## config.mk

```make
export PLATFORM = sky130hd
export DESIGN_NAME = multicycle_ctrl
export DESIGN_NICKNAME = d
export VERILOG_FILES = /design/src/rtl/multicycle_ctrl.sv
export SDC_FILE = /design/constraint.sdc
export NUM_CORES = 1
export LEC_CHECK = 0
export BUFFER_PORTS_ARGS = -buffer_cell sky130_fd_sc_hd__buf_2
export CAP_MARGIN = 40
export CORE_MARGIN = 2
export CORE_UTILIZATION = 35
export CTS_CLUSTER_SIZE = 25
export DETAILED_ROUTE_END_ITERATION = 12
export SYNTH_ARGS = -nofsm -noshare
export SYNTH_HDL_FRONTEND = slang
export SYNTH_SLANG_ARGS = --single-unit
```

## constraint.sdc

```tcl
create_clock -name clk_i -period 2.63 [get_ports clk_i]
set_clock_uncertainty 0.05 [all_clocks]
set_input_delay 0.1315 -clock clk_i [delete_from_list [all_inputs] [get_ports clk_i]]
set_output_delay 0.1315 -clock clk_i [all_outputs]
set_load 0.01 [all_outputs]
```

## src/rtl/multicycle_ctrl.sv

```systemverilog
// Sequencing controller for a shared-resource RISC-V datapath: one memory port for
// fetch and data, a single ALU, a req/ready handshake with timeout, and a retire counter.
module multicycle_ctrl #(
  parameter int CNT_W       = 32,
  parameter int MEM_TIMEOUT = 16
) (
  input  logic             clk_i,
  input  logic             rst_i,
  input  logic [6:0]       opcode_i,
  input  logic [2:0]       funct3_i,
  input  logic             zero_i,
  input  logic             mem_ready_i,
  output logic             pc_write_o,
  output logic             ir_write_o,
  output logic             reg_write_o,
  output logic             mem_req_o,
  output logic             mem_we_o,
  output logic [1:0]       alu_src_a_o,
  output logic [1:0]       alu_src_b_o,
  output logic [1:0]       alu_op_o,
  output logic             pc_src_o,
  output logic [1:0]       wb_sel_o,
  output logic [3:0]       state_o,
  output logic             illegal_o,
  output logic             bus_err_o,
  output logic [CNT_W-1:0] instret_o
);

  typedef enum logic [3:0] {
    S_FETCH  = 4'd0,
    S_DECODE = 4'd1,
    S_EXEC_R = 4'd2,
    S_EXEC_I = 4'd3,
    S_ADDR   = 4'd4,
    S_MEM_RD = 4'd5,
    S_MEM_WR = 4'd6,
    S_WB_ALU = 4'd7,
    S_WB_MEM = 4'd8,
    S_BRANCH = 4'd9,
    S_JAL    = 4'd10,
    S_TRAP   = 4'd11
  } state_t;

  localparam logic [6:0] OP_R      = 7'b0110011;
  localparam logic [6:0] OP_I      = 7'b0010011;
  localparam logic [6:0] OP_LOAD   = 7'b0000011;
  localparam logic [6:0] OP_STORE  = 7'b0100011;
  localparam logic [6:0] OP_BRANCH = 7'b1100011;
  localparam logic [6:0] OP_JAL    = 7'b1101111;

  // The counter only ever holds 0..MEM_TIMEOUT-1: the limit is recognised one
  // increment early so that a ready in that same cycle still wins.
  localparam int WAIT_W = (MEM_TIMEOUT > 1) ? $clog2(MEM_TIMEOUT) : 1;
  localparam logic [WAIT_W-1:0] WAIT_LAST = WAIT_W'((MEM_TIMEOUT > 0) ? MEM_TIMEOUT - 1 : 0);

  state_t            state;
  logic [WAIT_W-1:0] wait_cnt;
  logic              in_mem;
  logic              timeout_hit;
  logic              branch_taken;
  logic              retire;

  logic pc_write, ir_write, reg_write, mem_req, mem_we;

  assign in_mem       = (state == S_FETCH) || (state == S_MEM_RD) || (state == S_MEM_WR);
  assign timeout_hit  = (MEM_TIMEOUT != 0) && in_mem && !mem_ready_i && (wait_cnt == WAIT_LAST);
  assign branch_taken = ((funct3_i == 3'b000) && zero_i) || ((funct3_i == 3'b001) && !zero_i);
  assign retire       = (state == S_WB_ALU) || (state == S_WB_MEM) || (state == S_BRANCH) ||
                        (state == S_JAL) || ((state == S_MEM_WR) && mem_ready_i);

  // NOTE: sequential state uses non-blocking assignments only, so every register
  // in this block sees the pre-edge values of the others.
  always_ff @(posedge clk_i or posedge rst_i) begin
    if (rst_i) begin
      state     <= S_FETCH;
      wait_cnt  <= '0;
      instret_o <= '0;
      illegal_o <= 1'b0;
      bus_err_o <= 1'b0;
    end else begin
      // Cleared outside memory states and on completion, so each access starts at zero.
      if (!in_mem || mem_ready_i) wait_cnt <= '0;
      else if (MEM_TIMEOUT != 0)  wait_cnt <= wait_cnt + WAIT_W'(1);

      if (retire) instret_o <= instret_o + CNT_W'(1);

      if (timeout_hit) begin
        state     <= S_TRAP;
        bus_err_o <= 1'b1;
      end else begin
        case (state)
          S_FETCH:  if (mem_ready_i) state <= S_DECODE;
          S_DECODE: begin
            if (opcode_i == OP_R)                             state <= S_EXEC_R;
            else if (opcode_i == OP_I)                        state <= S_EXEC_I;
            else if (opcode_i == OP_LOAD || opcode_i == OP_STORE) state <= S_ADDR;
            else if (opcode_i == OP_BRANCH && funct3_i[2:1] == 2'b00) state <= S_BRANCH;
            else if (opcode_i == OP_JAL)                      state <= S_JAL;
            else begin
              state     <= S_TRAP;
              illegal_o <= 1'b1;
            end
          end
          S_EXEC_R, S_EXEC_I: state <= S_WB_ALU;
          S_ADDR:   state <= (opcode_i == OP_STORE) ? S_MEM_WR : S_MEM_RD;
          S_MEM_RD: if (mem_ready_i) state <= S_WB_MEM;
          S_MEM_WR: if (mem_ready_i) state <= S_FETCH;
          S_WB_ALU, S_WB_MEM, S_BRANCH, S_JAL: state <= S_FETCH;
          default:  state <= S_TRAP;
        endcase
      end
    end
  end

  // NOTE: every output gets a default before the case, so no state can infer a latch.
  always_comb begin
    pc_write    = 1'b0;
    ir_write    = 1'b0;
    reg_write   = 1'b0;
    mem_req     = 1'b0;
    mem_we      = 1'b0;
    alu_src_a_o = 2'b00;
    alu_src_b_o = 2'b00;
    alu_op_o    = 2'b00;
    pc_src_o    = 1'b0;
    wb_sel_o    = 2'b00;
    case (state)
      S_FETCH: begin
        mem_req     = 1'b1;
        alu_src_b_o = 2'b01;
        ir_write    = mem_ready_i;
        pc_write    = mem_ready_i;
      end
      S_DECODE: begin
        alu_src_a_o = 2'b01;
        alu_src_b_o = 2'b10;
      end
      S_EXEC_R: begin
        alu_src_a_o = 2'b10;
        alu_op_o    = 2'b10;
      end
      S_EXEC_I: begin
        alu_src_a_o = 2'b10;
        alu_src_b_o = 2'b10;
        alu_op_o    = 2'b10;
      end
      S_ADDR: begin
        alu_src_a_o = 2'b10;
        alu_src_b_o = 2'b10;
      end
      S_MEM_RD: mem_req = 1'b1;
      S_MEM_WR: begin
        mem_req = 1'b1;
        mem_we  = 1'b1;
      end
      S_WB_ALU: reg_write = 1'b1;
      S_WB_MEM: begin
        reg_write = 1'b1;
        wb_sel_o  = 2'b01;
      end
      S_BRANCH: begin
        alu_src_a_o = 2'b10;
        alu_op_o    = 2'b01;
        pc_write    = branch_taken;
        pc_src_o    = branch_taken;
      end
      S_JAL: begin
        reg_write = 1'b1;
        wb_sel_o  = 2'b10;
        pc_write  = 1'b1;
        pc_src_o  = 1'b1;
      end
      default: ;
    endcase
  end

  // Reset lands in FETCH, whose Moore decode requests memory; the strobes are
  // masked so an aborted access leaves no partial write behind.
  assign pc_write_o  = pc_write  && !rst_i;
  assign ir_write_o  = ir_write  && !rst_i;
  assign reg_write_o = reg_write && !rst_i;
  assign mem_req_o   = mem_req   && !rst_i;
  assign mem_we_o    = mem_we    && !rst_i;
  assign state_o     = state;

endmodule

```

==> results.py, run 1 <==
metrics = {
    "place": {
        "post_dp_cell_area_mm2": 0.002684,
        "gp_congestion": 0.7800,
        "pre_cts_ws_ns": 0.6442,
        "place_hpwl_mm": 3.610,
        "numPortBuffers": 65,
        "placed_cells": 365,
    },
    "synth": {
        "syn_nets": 242,
        "yosys_warnings": 0,
        "synthArstFlopShare_pct": 100.0,
        "synth_common_cells": "42 x dfrtp_1, 29 x xnor2_1, 22 x nand2_1",
        "yosysTopAreaCell": "dfrtp_1",
        "netlist_instances": 226,
        "synth_area_per_cell_um2": 10.02,
        "synthesis.area_mm2": 0.002265,
        "synth_edf_count": 0,
        "synth_cell_types": 45,
        "ys_ff_latch": 42,
        "synth_top_area_share_pct": 46.41,
        "ys_seq_area_share_pct": 46.41,
        "synth_most_common_cell": "dfrtp_1",
        "synth_flop_cell": "dfrtp_1",
        "synthTopCellsByArea": "dfrtp_1 46%, xnor2_1 11%, nand2_1 3.6%",
    },
    "sta": {
        "timing.fmax_mhz": 461.9,
        "setup_viol": 0,
        "hold_ws_ns": 0.09570,
        "layout_setup_ws_ns": 0.4648,
        "max-slew-margin-rel_pct": 60.30,
        "finalHoldViolCount": 0,
        "fin_crit_ns": 2.165,
        "rsz0062_at_grt": "false",
        "report.final.slew_viol_count": 0,
        "tightest_slew_ns": 0.5930,
        "fin_crit_sh_pct": 82.33,
        "fin_setup_tns_ns": 0,
    },
    "setup_path": {
        "cp_max_fo": 17,
        "crit_path_cell_trace": "buf_4 -> nand2b_1 -> nor4_1 -> o21ai_0 -> a21oi_1 -> buf_2",
        "arrival_ns": 1.98,
        "critical_path_class": "reg2out",
        "worstPathRequired_ns": 2.45,
        "end_kind": "primary output",
        "cp_slowest_cell": "dfrtp_1",
        "start_kind": "flop",
        "max_stage_delay_ns": 0.42,
        "cpLargestDelayFamily": "simple AND/OR/NAND/NOR gates",
        "path_buf_inv": 2,
    },
    "drt": {
        "first_pass_iters": 5,
        "totalWireLength_mm": 4.875,
        "drc": 0,
        "wl_per_cell_um": 13.03,
        "antenna_left": 0,
        "avgViaCountPerCell": 5.144,
        "dr_total_vias": 1924,
        "drt-initial-drc-count": 70,
    },
    "clock_tree": {
        "path_clk_slew_ns": 0.07,
        "cts_tree": "built",
        "clockBufferDepth": 2,
        "postCtsResizedCells": 0,
        "postCtsSetupBuffers": 0,
        "cts-root-buf": "clkbuf_8",
        "cts_buffers": 5,
        "h-tree-depth": 2,
        "insertion_delay_ns": 0.30,
        "clock-sinks": 42,
    },
    "pwr": {
        "p_leak_nw": 1.392,
        "power_density_mw_per_mm2": 856.3,
        "peakVddDrop_mv": 0.3897,
    },
    "hold_path": {
        "hp-class": "in2reg",
    },
    "global_routing": {
        "grt_overflow": 0,
        "gr-usage-all-layers_pct": 13.70,
        "grt_antenna_before_repair": 0,
        "grt_pass1_wl_mm": 8.004,
        "grt_max_degree": 43,
        "grt_pass1_vias": 1745,
    },
    "floorplan": {
        "die_area_mm2": 0.007130,
        "rows": 29,
        "pin_count": 66,
        "start_util_pct": 35.87,
        "die_w_um": 84.44,
        "core-area_mm2": 0.006314,
        "fp.dieH_um": 84.44,
    },
    "finish": {
        "area_growth_pct": 25.25,
        "fin_cells": 374,
        "num_antenna_cells": 0,
        "final_area_mm2": 0.002836,
        "drive_above_1_share_pct": 28.96,
        "final_nets": 312,
    },
    "outcome": {
        "status": "finished, final reports clean",
    },
    "job": {
        "drv_cap": 0,
    },
}
-- per-stage QoR --
step	power (mW)	util, %
6_report	2.429	44.93
4_1_cts	2.462	44.93
3_5_place_dp	1.828	42.51
2_1_floorplan	1.533	-
5_1_grt	2.594	44.93
3_3_place_gp	1.823	42.51
-- area by class of cell --
cell class | count | area, um^2
clock inverters | 2 | 60.06
clock buffers | 6 | 82.58
fillers | 644 | 3477
flip-flops and latches | 42 | 1051
well taps | 77 | 96.34
inverters | 4 | 15.01
multi-input cells | 172 | 1159
repair buffers | 71 | 372.9
-- power breakdown --
group	total [mW]	switching (mW)	leakage [nW]	internal, mW
Clock	0.619	0.214	0.0714	0.405
Sequential	0.817	0.0893	0.564	0.727
Combinational	0.993	0.565	0.757	0.428
Total	2.43	0.868	1.39	1.56
-- per-layer routing --
| layer | GRT usage [%] | vias up | part of all wire (%) |
|---|---|---|---|
| li1 | - | 935 | - |
| met3 | 2.655 | 14 | 4.3 |
| met1 | 19.53 | 924 | 48 |
| met2 | 19.91 | 51 | 44 |
| met4 | 6.782 | 0 | 3.0 |
| met5 | 0 | - | 0 |
-- placed cells by master (no fill, tap or decap), types with 2 or more instances in the layout --
cell type and instances:
dfrtp_1 42, clkbuf_8 6, nand2b_1 7, and4_1 5, xor2_1 5, or2_2 2
nand4_1 9, o21bai_1 2, nor3b_1 3, nand3_1 14, a21oi_1 6, inv_1 4
nor3_1 6, buf_2 65, nor2_1 16, nor4_1 3, buf_4 5, xnor2_1 29
o22a_1 2, ha_1 2, and3_1 8, or3_1 2, nor2b_1 2, nor4b_4 2
o21ai_0 6, bufinv_16 2, o22ai_1 2, nand2_1 22
-- tightest hold or removal path, delay by kind of cell --
kind / cells / cell delay, ns
AO/OA/AOI/OAI: 1 / 0.11
buffers and inverters: 1 / 0.10
AND/OR/NAND/NOR: 1 / 0.05
-- flip-flops by register name, summed over array words and instances (netlist names) --
register,flops
state_o,4
wait_cnt,4
instret_o,32
illegal_o,1
bus_err_o,1
-- repair_timing --
item / in CTS / in global routing
endpoints found under the setup margin: 0 / 0
hold endpoints to repair: 42 / 0
hold buffers: 1 / 0
-- final timing paths --
check / slack, ns / to / from / cells past startpoint
max in group asynchronous: 1.64 / state_o[1] / rst_i / 4
worst max-delay path: 0.46 / pc_write_o / state_o[1] / 6
worst min register to register: 0.42 / instret_o[31] / instret_o[31] / 1
worst min-delay path: 0.1 / illegal_o / funct3_i[2] / 3
min in group asynchronous: 0.53 / instret_o[22] / rst_i / 4
worst max register to register: 0.66 / instret_o[26] / state_o[3] / 5
-- cell families (layout without fill, tap and decap cells) --
| group | after synthesis | count (layout) | share of synthesized area (%) |
|---|---|---|---|
| mux | 2 | 2 | 0.9392 |
| buf+inv | 12 | 83 | 2.430 |
| xor+xnor | 34 | 34 | 13.15 |
| fa+ha+maj | 2 | 2 | 1.105 |
| flops | 42 | 42 | 46.41 |
| simple gates | 109 | 109 | 27.85 |
| compound gates | 25 | 25 | 8.122 |
Note: power is estimated with default switching activity, not from simulation.
==> run 2, diff against run 1 <==
--- a/config.mk
+++ b/config.mk
@@ -5,6 +5,7 @@
 export SDC_FILE = /design/constraint.sdc
 export NUM_CORES = 1
 export LEC_CHECK = 0
+export ABC_AREA = 1
 export BUFFER_PORTS_ARGS = -buffer_cell sky130_fd_sc_hd__buf_2
 export CAP_MARGIN = 40
 export CORE_MARGIN = 2
==> constraint.sdc (replaced) <==
create_clock -name clk_i -period 2 [get_ports clk_i]
set_clock_uncertainty 0.05 [all_clocks]
set_input_delay 0.1 -clock clk_i [delete_from_list [all_inputs] [get_ports clk_i]]
set_output_delay 0.1 -clock clk_i [all_outputs]
set_load 0.01 [all_outputs]
==> run 2 against run 1 <==
Clock power down 15%. Total power down 41%. Sequential power up 3.8%. Area after synthesis up 28%. Sequential cell count unchanged. Hold slack better by 0.026 ns. Critical path depth up 3. Combinational power down 95%. Setup slack worse by 0.22 ns. Die area up 27%. Core utilization down 2.9 points. Final cell count up 63%. Largest cell class unchanged. Largest power group is now registers. Highest routed layer unchanged.
==> results.py, run 2 <==
metrics = {
    "outcome": {
        "status": "finished, final reports clean",
    },
    "finish": {
        "num-fill-cells": 872,
        "area_growth_pct": 17.82,
        "drive_above_1_share_pct": 20.79,
        "num_antenna_cells": 0,
        "top_register": "instret_o",
        "final_nets": 521,
        "final_common_cell": "nand2_1",
        "largest_register_ffs": 32,
        "layout_common_cells": "182 x nand2_1, 78 x nor2_1, 65 x buf_2",
        "final_area_mm2": 0.003416,
    },
    "drt": {
        "drc": 0,
        "avgViaCountPerCell": 4.626,
        "dr_total_vias": 2822,
        "antenna_left": 0,
        "totalWireLength_mm": 7.345,
        "wl_per_cell_um": 12.04,
        "first_pass_iters": 5,
        "drt-initial-drc-count": 116,
    },
    "hold_path": {
        "hold-path-cell-count": 4,
        "whs_endpoint": "state_o[1]",
        "hold_start": "mem_ready_i",
        "hp-class": "in2reg",
    },
    "pwr": {
        "peakVddDrop_mv": 0.2397,
        "p_leak_nw": 1.874,
        "power_density_mw_per_mm2": 416.8,
    },
    "setup_path": {
        "cp_slowest_cell": "dfrtp_1",
        "end_kind": "flop",
        "crit_path_cell_trace": "inv_2 -> nor2_1 -> nand2_1 -> clkinv_1 -> nand2_2 -> nand2_8 -> buf_4 -> nand2_4 -> xnor2_2",
        "timing.rr.end": "instret_o[2]",
        "reg2reg_depth": 9,
        "start_kind": "flop",
        "cp_max_fo": 21,
        "regToRegStartpoint": "state_o[1]",
        "max_stage_delay_ns": 0.46,
        "cpLargestDelayFamily": "simple AND/OR/NAND/NOR gates",
        "worstPathRequired_ns": 2.13,
        "critical_path_class": "reg2reg",
        "ff2ff_setup_slack_ns": 0.25,
        "arrival_ns": 1.89,
        "path_buf_inv": 3,
    },
    "synth": {
        "synth_common_cells": "182 x nand2_1, 78 x nor2_1, 42 x dfrtp_1",
        "synthTopCellsByArea": "dfrtp_1 36%, nand2_1 24%, nor2_1 10%",
        "syn_nets": 450,
        "synth_area_per_cell_um2": 6.680,
        "synth_flop_cell": "dfrtp_1",
        "synth_edf_count": 0,
        "netlist_instances": 434,
        "synth_top_area_share_pct": 36.25,
        "synth_cell_types": 32,
        "synthesis.area_mm2": 0.002899,
        "yosys_warnings": 0,
        "synth_most_common_cell": "nand2_1",
        "ys_ff_latch": 42,
        "synthArstFlopShare_pct": 100.0,
        "yosysTopAreaCell": "dfrtp_1",
        "ys_seq_area_share_pct": 36.25,
    },
    "clock_tree": {
        "insertion_delay_ns": 0.29,
        "h-tree-depth": 2,
        "cts_tree": "built",
        "cts_hold_repair.buffers": 1,
        "clockBufferDepth": 2,
        "path_clk_slew_ns": 0.08,
        "cts-root-buf": "clkbuf_8",
        "clock-sinks": 42,
        "postCtsResizedCells": 0,
        "cts_buffers": 5,
        "postCtsSetupBuffers": 0,
    },
    "floorplan": {
        "die_w_um": 95.01,
        "start_util_pct": 35.64,
        "core-area_mm2": 0.008134,
        "pin_count": 66,
        "rows": 33,
        "die_area_mm2": 0.009027,
        "fp.dieH_um": 95.01,
    },
    "sta": {
        "rsz0062_at_grt": "false",
        "fin_setup_tns_ns": 0,
        "tightest_slew_ns": 0.5289,
        "timing.fmax_mhz": 569.9,
        "report.final.slew_viol_count": 0,
        "setup_viol": 0,
        "fin_crit_sh_pct": 87.73,
        "fin_crit_ns": 1.755,
        "max-slew-margin-rel_pct": 64.74,
        "finalHoldViolCount": 0,
    },
    "global_routing": {
        "gr-usage-all-layers_pct": 17.10,
        "grt_antenna_before_repair": 0,
        "grt_pass1_vias": 2649,
        "grt_pass1_wl_mm": 12.14,
        "grt_overflow": 0,
        "grt_max_degree": 43,
    },
    "place": {
        "post_dp_cell_area_mm2": 0.003327,
        "gp_congestion": 0.9234,
        "numPortBuffers": 65,
        "place_hpwl_mm": 5.799,
    },
    "job": {
        "drv_cap": 0,
    },
}
==> run 2: cell count changes after synthesis, moves of 6 or more <==
cell	change
nand2_1	+160
nor2_1	+62
inv_1	+28
xnor2_1	-23
nand3b_1	+12
and3_1	-8
nand2b_1	-7
inv_2	+6
==> run 2: where the power goes <==
part	switching, mW	internal, mW
combinational	0.0309	0.0151
clock	0.295	0.235
sequential	0	0.848
==> run 2: cells by family after synthesis <==
kind of cell | share of synthesized area (%)
AOI/OAI and AO/OA | 3.367
xor gates and xnor gates | 6.129
and+or+nand+nor | 46.57
DFF | 36.25
adders and majority gates | 0.8630
buffers and inverters | 6.819
==> run 2: worst max-delay path by stage <==
stage / start / end / cells after the start
after floorplan: instret_o[0] / instret_o[14] / 7
after global placement: instret_o[1] / instret_o[14] / 7
after detailed placement: state_o[1] / instret_o[2] / 9
after CTS: state_o[0] / instret_o[16] / 8
after global routing: state_o[1] / instret_o[4] / 9
final: state_o[1] / instret_o[2] / 9
==> run 2: routing by layer <==
| metal | wire length, um | global-route usage (%) | vias to the layer above | part of all wire (%) |
|---|---|---|---|---|
| met5 | 0 | 0 | - | 0 |
| met4 | 68 | 3.986 | 0 | 0.93 |
| met3 | 433 | 2.372 | 5 | 5.9 |
| met2 | 3295 | 28.90 | 73 | 45 |
| met1 | 3548 | 23.26 | 1270 | 48 |
| li1 | - | - | 1474 | - |
==> run 2: worst min-delay path: cells and delay by family <==
family | cells | cell delay [ns]
compound gates | 1 | 0.06
simple gates | 2 | 0.14
buf+inv | 1 | 0.12
==> run 2: per-stage QoR <==
step                power (mW)  std cells  setup WS, ns  util [%]  hold slack [ns]
global placement        0.9107        602        0.3272     40.90           0.2971
finish                   1.424        610        0.2454     41.99           0.1217
detailed placement      0.9114        602        0.2776     40.90           0.2903
floorplan               0.8875        434        0.3341         -           0.1975
global route             1.477        610        0.1065     41.99           0.1649
CTS                      1.451        610        0.2597     41.99           0.1147
==> run 2: area by class of cell <==
class	instances	area [um^2]	area share [%]
Clock buffer	5	68.82	2.015
Tap cell	105	131.4	3.846
Clock inverter	2	10.01	0.2930
Sequential cell	42	1051	30.77
Multi-Input combinational cell	348	1650	48.31
Timing Repair Buffer	69	357.8	10.48
Inverter	39	146.4	4.286
==> run 3, diff against run 2 <==
--- a/config.mk
+++ b/config.mk
@@ -8,10 +8,11 @@
 export ABC_AREA = 1
 export BUFFER_PORTS_ARGS = -buffer_cell sky130_fd_sc_hd__buf_2
 export CAP_MARGIN = 40
-export CORE_MARGIN = 2
+export CORE_MARGIN = 5
 export CORE_UTILIZATION = 35
 export CTS_CLUSTER_SIZE = 25
 export DETAILED_ROUTE_END_ITERATION = 12
+export PLACE_DENSITY = 0.64
 export SYNTH_ARGS = -nofsm -noshare
 export SYNTH_HDL_FRONTEND = slang
 export SYNTH_SLANG_ARGS = --single-unit
==> run 3 against run 2 <==
Final cell count increased by 0.16%. Clock power is 55% higher. Critical path depth fell by 2. Register-to-register slack worse by 0.04 ns. Combinational power up 0.9%. Setup slack lost 0.039 ns. Sequential cell count did not move. Largest power group unchanged.
==> results.py, run 3 (synthesis results as in run 2) <==
metrics = {
    "pwr": {
        "p_leak_nw": 1.899,
        "peakVddDrop_mv": 0.2204,
        "power_density_mw_per_mm2": 493.5,
    },
    "hold_path": {
        "hp-class": "in2reg",
    },
    "finish": {
        "largest_register_ffs": 32,
        "multi_input_area_mm2": 0.001650,
        "regArea_mm2": 0.001051,
        "layout_common_cells": "182 x nand2_1, 78 x nor2_1, 65 x buf_2",
        "top_register": "instret_o",
        "final_nets": 521,
        "final_common_cell": "nand2_1",
        "num_antenna_cells": 0,
        "fin_cells": 611,
        "final_area_mm2": 0.003475,
        "num-fill-cells": 851,
        "drive_above_1_share_pct": 20.95,
        "area_growth_pct": 19.85,
    },
    "place": {
        "numPortBuffers": 65,
        "place_hpwl_mm": 5.979,
        "post_dp_cell_area_mm2": 0.003327,
        "gp_congestion": 0.9338,
        "placed_cells": 602,
    },
    "setup_path": {
        "cp_max_fo": 5,
        "arrival_ns": 1.92,
        "ff2ff_setup_slack_ns": 0.21,
        "start_kind": "flop",
        "critical_path_class": "reg2reg",
        "end_kind": "flop",
        "worstPathRequired_ns": 2.13,
    },
    "global_routing": {
        "grt_antenna_before_repair": 0,
        "grt_max_degree": 41,
        "gr-usage-all-layers_pct": 15.50,
        "grt_pass1_wl_mm": 12.80,
        "grt_pass1_vias": 2791,
        "grt_overflow": 0,
    },
    "drt": {
        "drc": 0,
        "dr_total_vias": 2897,
        "avgViaCountPerCell": 4.741,
        "first_pass_iters": 4,
        "drt-initial-drc-count": 158,
        "antenna_left": 0,
        "wl_per_cell_um": 12.27,
        "totalWireLength_mm": 7.494,
    },
    "sta": {
        "report.final.slew_viol_count": 0,
        "rsz0062_at_grt": "false",
        "fin_setup_tns_ns": 0,
        "tightest_slew_ns": 0.4997,
        "setup_viol": 0,
        "max-slew-margin-rel_pct": 66.69,
        "fin_crit_ns": 1.793,
        "fin_crit_sh_pct": 89.66,
        "finalHoldViolCount": 0,
        "timing.fmax_mhz": 557.6,
    },
    "floorplan": {
        "rows": 33,
        "fp.dieH_um": 101.0,
        "core-area_mm2": 0.008134,
        "die_area_mm2": 0.01020,
        "start_util_pct": 35.64,
        "pin_count": 66,
        "die_w_um": 101.0,
    },
    "clock_tree": {
        "postCtsResizedCells": 0,
        "cts_tree": "built",
        "clock-sinks": 42,
        "cts_buffers": 5,
        "path_clk_slew_ns": 0.09,
        "insertion_delay_ns": 0.31,
        "clockBufferDepth": 2,
        "postCtsSetupBuffers": 0,
        "h-tree-depth": 2,
        "cts-root-buf": "clkbuf_8",
    },
    "job": {
        "drv_cap": 0,
    },
    "outcome": {
        "status": "finished, final reports clean",
    },
}
## run 3: per-stage QoR
step	power [mW]	worst slack [ns]	utilization, %	hold slack, ns
after floorplan	0.8875	0.3341	-	0.1975
after CTS	1.737	0.1978	42.72	0.06235
after global placement	0.9104	0.2728	40.90	-0.03155
after global routing	1.781	0.03962	42.72	0.07959
final	1.715	0.2067	42.72	0.06861
after detailed placement	0.9120	0.2369	40.90	-0.03032
## run 3: worst paths after layout
path | start | to | cells after the start
worst max-delay path | instret_o[1] | instret_o[14] | 7
worst min-delay path | mem_ready_i | state_o[2] | 4
worst max register to register | instret_o[1] | instret_o[14] | 7
worst min register to register | bus_err_o | bus_err_o | 1
max in group asynchronous | rst_i | instret_o[31] | 4
min in group asynchronous | rst_i | illegal_o | 3
## run 3: report_power, final
part	total, mW	switching [mW]	internal, mW
logic	0.0464	0.0313	0.0151
registers	0.848	0	0.848
clock network	0.820	0.320	0.500
## run 3: what timing repair did
action / in CTS / in global routing
hold buffers: 1 / 0
hold endpoints to repair: 2 / 0
setup endpoints to repair: 0 / 0
## run 3: routing by layer
metal,routed length (um),GRT usage (%),up-vias
met3,451,2.907,9
met2,3411,25.67,79
met4,93,4.294,0
li1,-,-,1478
met5,0,0,-
met1,3537,20.69,1331
## run 3: worst max-delay path, stage by stage (launching register included)
cell and delay, ns:
dfrtp_1 0.44, ha_1 0.27, inv_1 0.11, nor2_4 0.22
nand2_1 0.16, nor3_2 0.20, nand2_1 0.10, xnor2_1 0.13
## run 3: final cells by class
class | instances | area share (%)
Inverter | 39 | 4.213
Sequential cell | 42 | 30.25
Timing Repair Buffer | 69 | 10.30
Clock inverter | 3 | 1.981
Tap cell | 105 | 3.781
Multi-Input combinational cell | 348 | 47.50
Clock buffer | 5 | 1.981
